## config.mk

```make
export PLATFORM = sky130hd
export DESIGN_NAME = multi_cycle_mdu
export DESIGN_NICKNAME = d
export VERILOG_FILES = /design/src/rtl/multi_cycle_mdu.sv
export SDC_FILE = /design/constraint.sdc
export NUM_CORES = 2
export LEC_CHECK = 0
export ABC_CLOCK_PERIOD_IN_PS = 11900
export CORE_UTILIZATION = 69
export CTS_BUF_LIST = sky130_fd_sc_hd__clkbuf_8
export DETAILED_ROUTE_END_ITERATION = 12
export DONT_BUFFER_PORTS = 1
export PLACE_DENSITY = 0.85
export SETUP_SLACK_MARGIN = 0.05
export SLEW_MARGIN = 15
export SYNTH_ARGS = -nofsm -noshare
export SYNTH_HDL_FRONTEND = slang
export SYNTH_SLANG_ARGS = --single-unit
```

## constraint.sdc

```tcl
create_clock -name clock -period 11.9 [get_ports clock]
set_clock_uncertainty 0.05 [all_clocks]
set_input_delay 1.785 -clock clock [delete_from_list [all_inputs] [get_ports clock]]
set_output_delay 1.785 -clock clock [all_outputs]
set_load 0.1 [all_outputs]
```

## src/rtl/multi_cycle_mdu.sv

```systemverilog
// multi_cycle_mdu
// Multi-cycle multiply/divide unit with HI/LO result registers, in the style of
// a classic MIPS HI/LO unit. Multiplies produce a full 2*DATA_W product after
// MUL_LAT busy cycles. Divides run a restoring divider, one quotient bit per
// cycle, for DATA_W busy cycles, leaving the quotient in LO and the remainder
// in HI.
//
// Optional feature: define MDU_MADD_EN to enable the accumulate operations
// MADD/MADDU/MSUB/MSUBU (codes 8-11). Without it those codes are reserved and
// ignored.
//
// Parameters:
//   DATA_W   operand and HI/LO width (8..64, even)
//   MUL_LAT  multiply busy cycles (1..16)
//
// Ports:
//   clock      single clock, rising edge
//   reset      synchronous, active-high
//   start      request strobe, sampled only while busy=0
//   flush      abort the in-flight operation (and drop a same-cycle request)
//   operation  4-bit operation code
//   operand1   rs: dividend, multiplicand or HI/LO write data
//   operand2   rt: divisor or multiplier
//   busy       long operation in flight
//   done       one-cycle pulse after HI/LO take a long-operation result
//   dataRead   HI when operation=READ_HI, otherwise LO (combinational)

module multi_cycle_mdu #(
    parameter int DATA_W  = 32,
    parameter int MUL_LAT = 5
) (
    input  logic              clock,
    input  logic              reset,
    input  logic              start,
    input  logic              flush,
    input  logic [3:0]        operation,
    input  logic [DATA_W-1:0] operand1,
    input  logic [DATA_W-1:0] operand2,
    output logic              busy,
    output logic              done,
    output logic [DATA_W-1:0] dataRead
);

    localparam int DIV_LAT = DATA_W;
    localparam int CNT_W   = 7;

    localparam logic [3:0] OP_READ_HI  = 4'd0;
    localparam logic [3:0] OP_WRITE_HI = 4'd2;
    localparam logic [3:0] OP_WRITE_LO = 4'd3;
    localparam logic [3:0] OP_MULT     = 4'd4;
    localparam logic [3:0] OP_MULTU    = 4'd5;
    localparam logic [3:0] OP_DIV      = 4'd6;
    localparam logic [3:0] OP_DIVU     = 4'd7;
`ifdef MDU_MADD_EN
    localparam logic [3:0] OP_MADD     = 4'd8;
    localparam logic [3:0] OP_MADDU    = 4'd9;
    localparam logic [3:0] OP_MSUB     = 4'd10;
    localparam logic [3:0] OP_MSUBU    = 4'd11;
`endif

    typedef enum logic [1:0] {
        ST_IDLE,
        ST_MUL,
        ST_DIV
    } state_t;

    state_t              state_q, state_d;
    logic [CNT_W-1:0]    count_q, count_d;
    logic [DATA_W-1:0]   hi_q, hi_d;
    logic [DATA_W-1:0]   lo_q, lo_d;
    logic                done_q, done_d;
    logic [3:0]          op_q, op_d;
    logic [DATA_W-1:0]   a_q, a_d;
    logic [DATA_W-1:0]   b_q, b_d;
    logic [DATA_W-1:0]   quo_q, quo_d;
    logic [DATA_W-1:0]   rem_q, rem_d;

    // Every long operation code has its unsigned variant on the odd code,
    // so bit 0 of the latched operation selects unsigned arithmetic.
    logic op_signed;
    assign op_signed = ~op_q[0];

    // Full-width product from the latched operands, sign- or zero-extended
    // to 2*DATA_W so the truncated product is exact in both modes.
    logic [2*DATA_W-1:0] mul_a, mul_b, product, mul_result;

    always_comb begin
        mul_a   = op_signed ? {{DATA_W{a_q[DATA_W-1]}}, a_q} : {{DATA_W{1'b0}}, a_q};
        mul_b   = op_signed ? {{DATA_W{b_q[DATA_W-1]}}, b_q} : {{DATA_W{1'b0}}, b_q};
        product = mul_a * mul_b;
    end

    // Plain multiplies overwrite {HI,LO}; accumulate forms add or subtract
    // the product modulo 2^(2*DATA_W).
`ifdef MDU_MADD_EN
    always_comb begin
        case (op_q)
            OP_MADD, OP_MADDU: mul_result = {hi_q, lo_q} + product;
            OP_MSUB, OP_MSUBU: mul_result = {hi_q, lo_q} - product;
            default:           mul_result = product;
        endcase
    end
`else
    assign mul_result = product;
`endif

    // One restoring-divide step on magnitudes. quo_q starts as |dividend|
    // and shifts quotient bits in from the right as dividend bits leave on
    // the left. The remainder always fits DATA_W bits: when the shifted
    // value overflows DATA_W bits it is necessarily >= the divisor, so the
    // subtraction branch brings it back into range.
    logic [DATA_W-1:0] dvs_mag;
    logic [DATA_W:0]   div_shift;
    logic [DATA_W:0]   dvs_ext;
    logic [DATA_W-1:0] rem_next, quo_next;
    logic [DATA_W-1:0] quo_final, rem_final;
    logic              quo_neg, rem_neg;

    always_comb begin
        dvs_mag   = (op_signed && b_q[DATA_W-1]) ? -b_q : b_q;
        div_shift = {rem_q, quo_q[DATA_W-1]};
        dvs_ext   = {1'b0, dvs_mag};
        if (div_shift >= dvs_ext) begin
            rem_next = DATA_W'(div_shift - dvs_ext);
            quo_next = {quo_q[DATA_W-2:0], 1'b1};
        end else begin
            rem_next = div_shift[DATA_W-1:0];
            quo_next = {quo_q[DATA_W-2:0], 1'b0};
        end

        // Quotient truncates toward zero; remainder follows the dividend.
        // MIN / -1 falls out naturally: the magnitude quotient 2^(DATA_W-1)
        // is its own negation in DATA_W bits.
        quo_neg   = op_signed && (a_q[DATA_W-1] ^ b_q[DATA_W-1]);
        rem_neg   = op_signed && a_q[DATA_W-1];
        quo_final = quo_neg ? -quo_next : quo_next;
        rem_final = rem_neg ? -rem_next : rem_next;

        // Divide by zero leaves the raw dividend in HI and all ones in LO.
        if (b_q == '0) begin
            quo_final = '1;
            rem_final = a_q;
        end
    end

    // Next-state logic: request decode in IDLE, countdown and completion in
    // MUL/DIV. flush beats any in-flight work and any same-cycle request.
    logic accept_mul, accept_div;

    always_comb begin
        state_d    = state_q;
        count_d    = count_q;
        hi_d       = hi_q;
        lo_d       = lo_q;
        done_d     = 1'b0;
        op_d       = op_q;
        a_d        = a_q;
        b_d        = b_q;
        quo_d      = quo_q;
        rem_d      = rem_q;
        accept_mul = 1'b0;
        accept_div = 1'b0;

        case (state_q)
            ST_IDLE: begin
                if (start && !flush) begin
                    case (operation)
                        OP_WRITE_HI:       hi_d = operand1;
                        OP_WRITE_LO:       lo_d = operand1;
                        OP_MULT, OP_MULTU: accept_mul = 1'b1;
`ifdef MDU_MADD_EN
                        OP_MADD, OP_MADDU,
                        OP_MSUB, OP_MSUBU: accept_mul = 1'b1;
`endif
                        OP_DIV, OP_DIVU:   accept_div = 1'b1;
                        default:           ;
                    endcase
                end
                if (accept_mul || accept_div) begin
                    op_d = operation;
                    a_d  = operand1;
                    b_d  = operand2;
                end
                if (accept_mul) begin
                    count_d = CNT_W'(MUL_LAT);
                    state_d = ST_MUL;
                end
                if (accept_div) begin
                    count_d = CNT_W'(DIV_LAT);
                    quo_d   = (operation == OP_DIV && operand1[DATA_W-1]) ? -operand1 : operand1;
                    rem_d   = '0;
                    state_d = ST_DIV;
                end
            end

            ST_MUL: begin
                if (flush) begin
                    count_d = '0;
                    state_d = ST_IDLE;
                end else begin
                    count_d = count_q - 1'b1;
                    if (count_q == CNT_W'(1)) begin
                        {hi_d, lo_d} = mul_result;
                        done_d       = 1'b1;
                        state_d      = ST_IDLE;
                    end
                end
            end

            ST_DIV: begin
                if (flush) begin
                    count_d = '0;
                    state_d = ST_IDLE;
                end else begin
                    count_d = count_q - 1'b1;
                    quo_d   = quo_next;
                    rem_d   = rem_next;
                    if (count_q == CNT_W'(1)) begin
                        hi_d    = rem_final;
                        lo_d    = quo_final;
                        done_d  = 1'b1;
                        state_d = ST_IDLE;
                    end
                end
            end

            default: state_d = ST_IDLE;
        endcase
    end

    // All state lives here; reset clears results and abandons any operation.
    always_ff @(posedge clock) begin
        if (reset) begin
            state_q <= ST_IDLE;
            count_q <= '0;
            hi_q    <= '0;
            lo_q    <= '0;
            done_q  <= 1'b0;
            op_q    <= '0;
            a_q     <= '0;
            b_q     <= '0;
            quo_q   <= '0;
            rem_q   <= '0;
        end else begin
            state_q <= state_d;
            count_q <= count_d;
            hi_q    <= hi_d;
            lo_q    <= lo_d;
            done_q  <= done_d;
            op_q    <= op_d;
            a_q     <= a_d;
            b_q     <= b_d;
            quo_q   <= quo_d;
            rem_q   <= rem_d;
        end
    end

    assign busy     = (state_q != ST_IDLE);
    assign done     = done_q;
    assign dataRead = (operation == OP_READ_HI) ? hi_q : lo_q;

endmodule

```

# Yosys cells after proc, flatten, opt, wreduce, memory -nomap -nowiden
# Cells that the tools add are included.
# word_totals
wordCells	111
regBits	203
input_bits	72
# classes
n_bitwise	3
mul	1
n_reduce_logical	24
n_eq_ne	19
n_lt_le_gt_ge	1
add_sub_neg	6
mux	47
# op_table
op	count
two-way mux 32 bit	24
case mux 32 bit (3 select lines)	2
two-way mux 64 bit	2
negation 32 bit	4
case mux 32 bit (2 select lines)	2
multiplier 64 x 64 -> 64 bit	1
>= comparator 33 x 32 -> 1 bit	1
logical NOT 32 bit	1
subtractor 32 bit	1
two-way mux 7 bit	3
== test 4 x 3 -> 1 bit, second input constant	4
case mux 7 bit (2 select lines)	1
AND reduction 7 bit	2
inequality test 2 bit, second input constant	6
== test 4 x 2 -> 1 bit, second input constant	2
two-way mux 1 bit	8
two-way mux 2 bit	4
== test 7 x 1 -> 1 bit, second input constant	1
subtractor 7 x 1 -> 7 bit, second input constant	1
AND reduction 2 bit	3
nonzero test 2 bit	3
OR reduction 2 bit	3
logical AND 1 bit	5
logical NOT 4 bit	1
14 further kinds	16

# Longest topological paths before layout
# logic_depth
ltp_word	11
ltp_mapped	37

# Worst setup path before layout
# Ideal clock, no wire load.
# synth_timing
path_type	register to register
start	register op_q[0]
end	register hi_q[27]
slack_ps	2219
setup_ps	114
synth_period_minus_slack_ps	9681
path_stages_with_launch	33
path_buffers	5
arrival_ps	9517
cell_sequence	dfxtp_1 clkbuf_1 nor2b_1 clkbuf_1 clkbuf_8 clkbuf_1 clkbuf_1 nand2_1 fa_1 inv_1 fa_1 fa_1 inv_1 fa_1 inv_1 fa_1 fa_1 fa_1 fa_1 fa_1 inv_1 fa_1 inv_1 ha_1 and3_1 and3_1 nand4_1 o31ai_1 a21oi_1 xnor2_1 a221o_2 a22o_1 a21o_1
# synth_via
elab_chain_len	11
# synth_rtl
item	line	rtl
start: declaration	72	logic [3:0] op_q, op_d;
start signal: assignment	250	op_q <= op_d;
NOT 1 bit	81	assign op_signed = ~op_q[0];
logical AND 1 bit	120	dvs_mag = (op_signed && b_q[DATA_W-1]) ? -b_q : b_q;
two-way mux 32 bit	120	
subtractor 32 bit or >= comparator 33 x 32 -> 1 bit (tied branches)	124, 123	
two-way mux 32 bit	123	if (div_shift >= dvs_ext) begin
negation 32 bit	137	rem_final = rem_neg ? -rem_next : rem_next;
two-way mux 32 bit	137	
two-way mux 32 bit	140	if (b_q == '0) begin
two-way mux 32 bit	218	if (count_q == CNT_W'(1)) begin
two-way mux 32 bit	211	if (flush) begin
case mux 32 bit (3 select lines) (*)	164	case (state_q)
end signal: assignment	247	hi_q <= hi_d;
end: declaration	69	logic [DATA_W-1:0] hi_q, hi_d;
# Mark *: on every way between the ends. The rest lies on a longest branch, timed or not. The select of a mux whose other input is x is not followed.
# A chain may end at the register's enable or synchronous reset.

# Worst setup path in the final report
# layout_timing
start	register b_q[18]
end	register hi_q[13]
# layout_via
elab_chain_len	10
# layout_rtl
item	line	rtl
start: declaration	74	logic [DATA_W-1:0] b_q, b_d;
start signal: assignment	241	b_q <= '0;
start signal: assignment	252	b_q <= b_d;
negation 32 bit	120	
two-way mux 32 bit	120	
>= comparator 33 x 32 -> 1 bit	123	
two-way mux 32 bit	123	
negation 32 bit	137	
two-way mux 32 bit	137	
two-way mux 32 bit	140	
two-way mux 32 bit	218	
two-way mux 32 bit	211	
case mux 32 bit (3 select lines) (*)	164	
# Marks and branches as above.

==> impl_results.rst <==
.. list-table::
   :header-rows: 1

   * - Metric
     - Value
   * - Cell area after technology mapping
     - approximately 63,000 um^2
   * - P per Cell Area
     - about 37 nW/um^2
   * - Dpl hpwl
     - between 150 and 200 mm
   * - Clk pin slew, worst setup/hold paths
     - around 0.080 ns
   * - Setup repair after global routing missed its margin
     - no
   * - Sequential share of the synthesized area
     - 6.457%
   * - Clock insertion delay at the later pin of the skew report
     - 0.65 ns
   * - Fin crit share
     - between 80% and 90%
   * - Buf/Inv on CP
     - 8
   * - Relative area change from synthesis to final layout
     - 2.730%
   * - Vias in the first global route
     - 54,230
   * - Number of max-slew violations in the final report
     - 0
   * - Clock sink count
     - around 200
   * - Yosys top cell area share
     - between 40 and 50%
   * - Outcome
     - finished, final reports clean
   * - Type of destination of the critical path
     - register
   * - Chip Width
     - ~300 um
   * - Number of port buffers
     - 0
   * - Gp weighted congestion
     - 1.091
   * - Post-CTS Hold Buffers
     - 0
   * - Number of enable flip-flop cells after synthesis
     - 0
   * - Largest incremental delay on the critical path
     - between 1 and 1.5 ns
   * - Total Routed Length
     - ~210 mm
   * - Starting utilization of the core area
     - between 60% and 70%
   * - Primary FF master, synth
     - sky130_fd_sc_hd__dfxtp_1
   * - Grt ovf
     - 0
   * - Highest clock rate
     - about 94 MHz
   * - Detailed-route wire length per cell
     - approximately 26 um
   * - Post-Syn Nets
     - around 9,000
   * - Slowest cell on the critical path
     - sky130_fd_sc_hd__dfxtp_1
   * - H-tree levels
     - 2
   * - Library cell occupying the most area in the post-synthesis netlist
     - sky130_fd_sc_hd__fa_1
   * - 1st-iter DRT viols
     - roughly 5,700
   * - Yosys warning count
     - 0
   * - Fraction of layout cells with a size suffix above 1
     - just over 4%
   * - Number of optimization iterations in the first detailed-route pass
     - 10
   * - Critical path class
     - register to register
   * - Synth area leaders
     - sky130_fd_sc_hd__fa_1, sky130_fd_sc_hd__inv_1, sky130_fd_sc_hd__ha_1
   * - Overall power after layout
     - ~2.4 mW
   * - Maximum resistive drop on vdd
     - between 100 and 150 uV
   * - Final period demand of the worst path
     - approximately 11 ns
   * - Top fanout value on the critical path
     - 19
   * - Gate family responsible for the most delay along the worst path
     - adder cells
   * - Final nets
     - between 8,000 and 9,000
   * - Post-synthesis average cell area
     - about 8.7 um^2
   * - Core Util, Final
     - 71.72%
   * - Maximum capacitance violations
     - 0
   * - TritonCTS buffer count
     - 41
   * - Final Hold Vio Count
     - 0
   * - Overall track demand over capacity in global routing
     - a little under half
   * - Vias after detailed routing
     - ~51,000
   * - Count of nets left with antenna violations after detail routing
     - 0
   * - Largest net degree at the start of global routing
     - approximately 200
   * - Die height
     - 304.0 um
   * - Finish-stage setup viols
     - 0
   * - Reg area
     - ~4000 um^2
   * - Initial antenna violation count
     - 12
   * - Remaining max-slew budget at the tightest pin
     - between 10% and 20%
   * - Most common cell after layout, fill and taps aside
     - sky130_fd_sc_hd__inv_1
   * - Global-route wire length before repair
     - approximately 320 mm
   * - Number of top-level pins
     - about 110
   * - Vias per cell
     - 6.276
   * - Worst path most repeated cell
     - sky130_fd_sc_hd__fa_1
   * - Clock tree from TritonCTS
     - done
   * - Row count
     - 110
   * - Inst Count DP
     - between 8,000 and 9,000
   * - Total leakage power
     - 32.56 nW
   * - Number of synthesized register bits
     - 203
   * - Area after DPL
     - approximately 64,000 um^2
   * - Data required time of the worst path
     - between 10 and 15 ns
   * - Core area
     - 90,150 um^2
   * - Footprint of the multi-input gates
     - just over 50,000 um^2
   * - Count of mapped cells out of synthesis
     - between 7,000 and 8,000
   * - CP Launch Type
     - register
   * - Pre-CTS worst setup slack
     - between 1.5 and 2 ns
   * - Filler Cells Inserted
     - 6,694
   * - Longest Clk Path Bufs
     - 3
   * - Most frequent cells in the layout
     - sky130_fd_sc_hd__inv_1, sky130_fd_sc_hd__fa_1, sky130_fd_sc_hd__nand2_1
   * - Die ar.
     - 92,420 um^2
   * - Library cells used by synthesis
     - just under 100
   * - Setup total negative slack
     - 0 ns
   * - Least setup slack across all paths after layout
     - around 1.3 ns
   * - CP arrival
     - ~11 ns
   * - Async SR Flop Fraction
     - 0%
   * - Non-filler instance count after layout
     - 8,199
   * - Hold WS
     - 0.3990 ns
   * - Number of buffers inserted to repair setup after CTS
     - 0
   * - Worst min-delay path category
     - register to register
   * - Worst Tran Pin Value
     - approximately 1.3 ns
   * - Post-route design area
     - about 65,000 um^2
   * - Detailed-route DRC error count
     - 0
   * - Root Buffer
     - sky130_fd_sc_hd__clkbuf_8
   * - Post-cts repair resize count
     - 0
## synth_stat cells, types with 43 or more instances
master	number
sky130_fd_sc_hd__inv_1	1570
sky130_fd_sc_hd__fa_1	1420
sky130_fd_sc_hd__nand2_1	933
sky130_fd_sc_hd__and2_1	598
sky130_fd_sc_hd__clkbuf_1	353
sky130_fd_sc_hd__ha_1	351
sky130_fd_sc_hd__a21oi_1	303
sky130_fd_sc_hd__nor2_1	241
sky130_fd_sc_hd__dfxtp_1	203
sky130_fd_sc_hd__o21ai_0	175
sky130_fd_sc_hd__xnor2_1	149
sky130_fd_sc_hd__xor2_1	82
sky130_fd_sc_hd__nor3_1	72
sky130_fd_sc_hd__a21o_1	61
sky130_fd_sc_hd__buf_1	44
sky130_fd_sc_hd__nand3_1	43
## flip-flops by register name, summed over array words and instances (netlist names), 2 cells and up
| signal | count |
|---|---|
| quo_q | 32 |
| lo_q | 32 |
| a_q | 32 |
| b_q | 32 |
| rem_q | 32 |
| hi_q | 32 |
| count_q | 7 |
| state_q | 2 |
## cell families (layout without fill, tap and decap cells)
group           after synthesis  in the layout  share of synthesized area (%)
buf+inv                    1991           1769                          12.01
xor+xnor                    231            231                          3.215
mux                          53             53                         0.9225
compound gates              901            901                          9.131
other cells                   0              7                              0
fa+ha+maj                  1774           1774                          52.19
flops                       203            203                          6.457
simple gates               2085           2085                          16.07
## report_power, final
group          leakage [nW]  switching (mW)  total [mW]  internal, mW
Sequential             1.64          0.0374       0.730         0.693
Combinational          30.4           0.589       0.836         0.246
Clock                 0.506           0.374       0.839         0.465
Total                  32.6            1.00        2.40          1.40
## worst register-to-register path: cells and delay by family, from the launching register on
| kind | cells | cell delay [ns] |
|---|---|---|
| and+or+nand+nor | 3 | 1.03 |
| adders and majority gates | 11 | 5.13 |
| DFF | 1 | 1.14 |
| AOI/OAI and AO/OA | 7 | 2.20 |
| buffers and inverters | 8 | 0.95 |
## path summary, 6_finish.rpt
path	cells past startpoint	slack, ns	endpoint	start
worst max-delay path	29	1.27	hi_q[13]$_SDFFE_PP0P_	b_q[18]$_SDFFE_PP0P_
worst min-delay path	2	0.40	hi_q[5]$_SDFFE_PP0P_	hi_q[5]$_SDFFE_PP0P_
worst max register to register	29	1.27	hi_q[13]$_SDFFE_PP0P_	b_q[18]$_SDFFE_PP0P_
worst min register to register	2	0.40	hi_q[5]$_SDFFE_PP0P_	hi_q[5]$_SDFFE_PP0P_
## cell type report
| cell class | count | share of cell area (%) |
|---|---|---|
| antenna | 7 | 0.02709 |
| clock buffer | 53 | 1.128 |
| clock inverter | 22 | 0.2729 |
| inverter | 1572 | 9.130 |
| multi-input combinational | 5044 | 79.44 |
| sequential | 203 | 6.305 |
| tap | 1176 | 2.276 |
| timing repair buffer | 122 | 1.417 |
## layer usage
layer	routed length, um	track usage, %	vias up
met5	69	0	-
met4	13630	24.76	10
met3	30370	16.74	823
met2	90400	69.19	3443
met1	75750	61.17	25750
li1	-	-	21430
No activity file was read; power rests on OpenSTA's default activity.
